$ cat config.mk
export PLATFORM = sky130hd
export DESIGN_NAME = stream_rr_arbiter
export DESIGN_NICKNAME = d
export VERILOG_FILES = /design/src/rtl/stream_rr_arbiter.sv
export SDC_FILE = /design/constraint.sdc
export NUM_CORES = 1
export LEC_CHECK = 0
export ABC_AREA = 1
export CAP_MARGIN = 20
export CORE_MARGIN = 2
export CORE_UTILIZATION = 36
export DETAILED_ROUTE_END_ITERATION = 10
export PLACE_DENSITY = 0.71
export SLEW_MARGIN = 20
export SYNTH_ARGS = -nofsm -noshare
export SYNTH_HDL_FRONTEND = slang
export SYNTH_SLANG_ARGS = --single-unit
$ cat constraint.sdc
create_clock -name clock -period 1.2 [get_ports clock]
set_input_delay 0.36 -clock clock [delete_from_list [all_inputs] [get_ports clock]]
set_output_delay 0.36 -clock clock [all_outputs]
set_load 0.05 [all_outputs]
$ cat src/rtl/stream_rr_arbiter.sv
// Round-robin arbiter that merges N show-ahead stream sources into one
// registered show-ahead output, giving each grant at most BURST words.
module stream_rr_arbiter #(
  parameter int unsigned W     = 8,
  parameter int unsigned N     = 2,
  parameter int unsigned BURST = 4
) (
  input  logic           clock,
  input  logic           reset,
  input  logic [N*W-1:0] in,
  output logic [N-1:0]   get_i,
  input  logic [N-1:0]   empty_i,
  output logic [W-1:0]   out,
  input  logic           get_o,
  output logic           empty_o,
  output logic [N-1:0]   grant
);

  localparam int unsigned IDX_W = (N > 1) ? $clog2(N) : 1;
  localparam int unsigned CNT_W = $clog2(BURST) + 1;

  typedef enum logic {
    IDLE,
    OWN
  } state_t;

  state_t           state, state_n;
  logic [N-1:0]     grant_n;
  logic [CNT_W-1:0] count, count_n;
  logic             full, full_n;
  logic [W-1:0]     data, data_n;
  logic [IDX_W-1:0] last, last_n;
  logic [IDX_W-1:0] owner, owner_n;
  logic [IDX_W-1:0] pick;
  logic             any_req;
  logic             free;
  logic             take;

  // Pick the first non-empty source scanning upward from the one after last.
  always_comb begin
    int unsigned idx;
    pick    = last;
    any_req = 1'b0;
    idx     = 0;
    for (int unsigned i = 1; i <= N; i++) begin
      idx = (32'(last) + i) % N;
      if (!any_req && !empty_i[IDX_W'(idx)]) begin
        any_req = 1'b1;
        pick    = IDX_W'(idx);
      end
    end
  end

  // Next-state, take strobe and output-register update.
  always_comb begin
    state_n = state;
    grant_n = grant;
    count_n = count;
    full_n  = full;
    data_n  = data;
    last_n  = last;
    owner_n = owner;
    get_i   = '0;
    take    = 1'b0;
    free    = ~full | get_o;

    case (state)
      IDLE: begin
        if (any_req) begin
          state_n = OWN;
          grant_n = N'(1) << pick;
          count_n = '0;
          owner_n = pick;
        end
      end
      OWN: begin
        if (free) begin
          if (!empty_i[owner]) begin
            take         = 1'b1;
            get_i[owner] = 1'b1;
            data_n       = in[32'(owner)*W +: W];
            if (count == CNT_W'(BURST - 1)) begin
              state_n = IDLE;
              last_n  = owner;
              grant_n = '0;
              count_n = '0;
            end else begin
              count_n = count + CNT_W'(1);
            end
          end else begin
            // Owner ran dry: hand the slot back without taking a word.
            state_n = IDLE;
            last_n  = owner;
            grant_n = '0;
            count_n = '0;
          end
        end
      end
      default: state_n = IDLE;
    endcase

    // A take refills the slot even when the consumer drains it the same cycle.
    if (take) begin
      full_n = 1'b1;
    end else if (get_o && full) begin
      full_n = 1'b0;
    end

    // No source may be popped while reset is held.
    if (reset) begin
      get_i = '0;
    end
  end

  // Control state register with synchronous reset.
  always_ff @(posedge clock) begin
    if (reset) begin
      state <= IDLE;
      grant <= '0;
      count <= '0;
      full  <= 1'b0;
      last  <= IDX_W'(N - 1);
      owner <= '0;
    end else begin
      state <= state_n;
      grant <= grant_n;
      count <= count_n;
      full  <= full_n;
      last  <= last_n;
      owner <= owner_n;
    end
  end

  // Output data register; contents are meaningless while empty.
  always_ff @(posedge clock) begin
    data <= data_n;
  end

  assign out     = data;
  assign empty_o = ~full;

endmodule

==> Yosys cells after proc, flatten, opt, wreduce, memory -nomap -nowiden <==
Cells that the tools add are included.
{ "classes": {"magnitude_cmp": 4, "n_addsub": 3, "n_mux": 38, "bitwise_logic": 4, "n_eq_ne": 4, "shift": 2, "reduce_logical": 11} }
{ "ops": {"columns": ["op", "n"], "rows": [
  ["$mux 1", 22],
  ["$mux 2", 8],
  ["$shiftx 16x5->8", 1],
  ["$mux 3", 4],
  ["$reduce_and 3->1", 3],
  ["$lt 1x2->1 const B", 3],
  ["$pmux 3 s2", 1],
  ["$pmux 2 s2", 1],
  ["$reduce_and 2->1", 2],
  ["$reduce_bool 2->1", 2],
  ["$add 3x1->3 const B", 1],
  ["$eq 3x2->1 const B", 1],
  ["$logic_and 1x1->1", 3],
  ["$ne 3x1->1 const B", 1],
  ["$not 1->1", 3],
  ["$add 1x1->1 const B", 2],
  ["$ne 2x1->1 const B", 1],
  ["$ne 2x2->1 const B", 1],
  ["$pmux 1 s2", 1],
  ["$shl 1x1->2 const A", 1],
  ["$demux 1 s1", 1],
  ["$ge 1x1->1 const B", 1],
  ["$logic_not 1->1", 1],
  ["$or 1x1->1", 1]
]} }
{ "totals": {"word_cells": 73, "inputBits": 21, "regBits": 17} }

==> Depth between registers and ports, before layout <==
{ "depth": {"word_depth": 9, "mapped_depth": 8, "ltp_nobuf": 8} }

==> Least setup slack after synthesis <==
No wires, ideal clock.
{ "synth_path": {"kind": "in2out", "startpoint": "input reset", "endpoint": "output get_i[0]", "t_arrival_ps": 1623, "path_stages": 2, "path_buffers": 1, "path_slack_ps": -783, "cell_sequence": "clkbuf_1 -> nor3_1"} }
{ "synth_via": {"elab_chain_cells": 1} }
{ "synth_lines": {"columns": ["element", "line_no", "text"], "rows": [
  ["start, declared", "9", "input logic reset,"],
  ["$mux 2", "110", "if (reset) begin"],
  ["end, declared", "11", "output logic [N-1:0] get_i,"]
]} }
Every way passes these cells.

==> Worst setup path in the final report <==
{ "layout_path": {"startpoint": "register owner", "endpoint": "output get_i[0]"} }
{ "layout_via": {"elab_chain_cells": 8, "word_cells_on_any_way": 11, "classes_between": "2 x order compare; 8 x mux; 1 x reduce/logical"} }
{ "layout_lines": {"columns": ["element", "line_no", "text"], "rows": [
  ["start, declared", "33", "logic [IDX_W-1:0] owner, owner_n;"],
  ["start signal, assigned", "130", "owner <= owner_n;"],
  ["$lt 1x2->1 (implied by the code) or $ge 1x1->1 (tied branches)", "80", "get_i[owner] = 1'b1;"],
  ["$logic_and 1x1->1 (implied by the code)", "80", null],
  ["$mux 1 (implied by the code)", "80", null],
  ["$demux 1 s1", "80", null],
  ["$mux 2 (*)", "78", "if (!empty_i[owner]) begin"],
  ["$mux 2 (*)", "77", "if (free) begin"],
  ["$mux 2 (*)", "67", "case (state)"],
  ["$mux 2 (*)", "110", null]
]} }
Mark *: on every way between the ends. The rest lies on a longest branch, timed or not. The select of a mux whose other input is x is not followed.

==> flow_metrics.tcl <==
set metrics [dict create \
    vias 785 \
    synth_nets 118 \
    finalPower_w 0.00153 \
    h-tree-depth 1 \
    grt.met3_usage_pct 3.87 \
    gp_congestion 0.770 \
    synth_top_area_share_pct 30.6 \
    fin_nets 166 \
    hp-class "flip-flop to flip-flop" \
    use_met1_pct 20.9 \
    cp-start-kind "flip-flop" \
    clk_pin_slew_ns 0.10 \
    io_pins 34 \
    overflow 0 \
    rr_startpoint "full" \
    power.density_mw_per_mm2 1040 \
    clk_latency_ns 0.29 \
    grt_antenna_before_repair 0 \
    grt_first_pass_wirelength_um 3260 \
    cp_max_fo 3 \
    seq_area_frac_synth_pct 53.5 \
    hold_violations 0 \
    final_cell_mix "35 x nand2_1, 16 x clkdlybuf4s50_1, 13 x buf_12" \
    violations "setup timing" \
    maxCapViolCount 0 \
    synth_area_leaders "edfxtp_1 31%, dfxtp_1 23%, nand2_1 19%, inv_1 3.3%, a21oi_1 3.2%" \
    hpwl_um 1530 \
    numPortBuffers 33 \
    postRouteAntennaNets 0 \
    clock_sinks 17 \
    drcViolationCount 0 \
    irDropWorstVdd_mv 0.683 \
    netlist_instances 96 \
    fmax_ghz 0.669 \
    cts_buffers 3 \
    met2_usage_pct 27.6 \
    postLayoutCellArea_mm2 0.00146 \
    worst_slack_ns -0.295 \
    hold_buffers 0 \
    wire_per_inst_um 11.7 \
    critPathKind "flip-flop to output pin" \
    mappedNetlistArea_um2 786 \
    row_count 16 \
    dieArea_mm2 0.00257 \
    fp.dieW_um 50.7 \
    grt_usage_pct 17.1 \
    final_common_cell "nand2_1" \
    synth_cell_types 23 \
    vias_per_cell 4.62 \
    drive_gt1_share_pct 40.6 \
    fp.coreArea_mm2 0.00200 \
    hp-start "count[2]" \
    synth_largest_area_cell "edfxtp_1" \
    worst_pin_slew_ns 0.226 \
    ys_seq_elements 17 \
    diodes 0 \
    slew_headroom_pct 85.0 \
    final.setup_skew_ns 0.00326 \
    grt_max_degree 11 \
    critPathLaunch "owner" \
    power.leakage_nw 0.661 \
    drt_iter0_markers 10 \
    root_buffer "clkbuf_4" \
    max-clock-path-buffers 2 \
    ys.warnings.count 0 \
    fin_crit_sh_pct 125 \
    status "finished with violations" \
    first_pass_iters 4 \
    setup_viol 11 \
    whs_ns 0.453 \
    cts_tree "done" \
    grt_busiest_layer "met2" \
    critPathCaptureType "output pin" \
    critPathRequiredTime_ns 0.84 \
    rsz0062_at_grt "true" \
    syn_area_per_cell_um2 8.18 \
    slew_viol_final 0 \
    fin_setup_tns_ns -0.992 \
    period_needed_ns 1.49 \
    grt_pass1_vias 785 \
    arrival_ns 1.13 \
    detailed_place.area_mm2 0.00139 \
    wirelength_um 1980 \
    initial_utilization_pct 39.3 \
    die_y_um 50.7 \
    areaGrowthSynthToFinish_pct 86.1 \
]
## what timing repair did
action                                  4_1_cts  5_1_grt
pin swaps                                     4        8
resized for setup                            11       12
hold endpoints to repair                      0        0
cloned                                        0        0
endpoints found under the setup margin       29       16
buffers inserted                              1        0
## through the flow
step / setup WS [ns] / util [%] / std cells
2_1_floorplan: -0.114 / - / 96
3_3_place_gp: -0.499 / 69.2 / 165
3_5_place_dp: -0.501 / 69.2 / 165
4_1_cts: -0.326 / 71.4 / 170
5_1_grt: -0.349 / 73.1 / 170
6_report: -0.295 / 73.1 / 170
## cells in the mapped netlist
cell       n
a21oi_1    5
a21oi_2    1
buf_4      1
buf_6      1
clkbuf_1   1
clkinv_1   1
dfxtp_1    9
edfxtp_1   8
ha_1       1
inv_1      7
inv_2      3
nand2_1   40
nand2_2    1
nand2_4    1
nand3_1    3
nand3_2    1
nor2_1     3
nor3_1     3
o211ai_1   1
o21a_1     1
o21ai_0    2
o21ai_1    1
or2_1      1
## cell type report
type                            count  area (um2)
Multi-Input combinational cell     65         372
Fill cell                         151         539
Timing Repair Buffer               46         557
Tap cell                           27        33.8
Sequential cell                    17         428
Inverter                           11        46.3
Clock buffer                        4        26.3
## worst max-delay path, stage by stage (launching register included)
cell and delay (ns):
dfxtp_2 0.35, inv_2 0.06, nand2_2 0.06, nor3_4 0.21
buf_12 0.16
## metal layers
layer | part of all wire (%) | wire (um) | vias to the layer above
li1 | - | - | 399
met1 | 44 | 876 | 348
met2 | 47 | 934 | 32
met3 | 6.0 | 118 | 6
met4 | 2.6 | 52 | 0
met5 | 0 | 0 | -
## cells by family after synthesis
group / Yosys count / share of synthesized area (%)
adders and majority gates: 1 / 1.59
buffers and inverters: 14 / 8.12
and+or+nand+nor: 53 / 28.7
DFF: 17 / 53.5
AOI/OAI and AO/OA: 11 / 8.12
## worst paths after layout
kind,end,slack (ns),depth (start not counted)
max,get_i[0],-0.29,4
min,count[2],0.45,2
max reg2reg,grant[0],0.06,8
min reg2reg,count[2],0.45,2
## sequential cells by signal (all words and copies together), names as in the netlist
| register | cells |
|---|---|
| full | 1 |
| grant | 2 |
| out | 8 |
| state | 1 |
| owner | 1 |
| count | 3 |
| last | 1 |
## report_power, final
group	internal, W	total (W)	switching [W]
clock network	0.000130	0.000313	0.000183
registers	0.000660	0.000695	0.0000351
logic	0.000258	0.000519	0.000261
total	0.00105	0.00153	0.000479
Power figures use the tool's default switching activity.
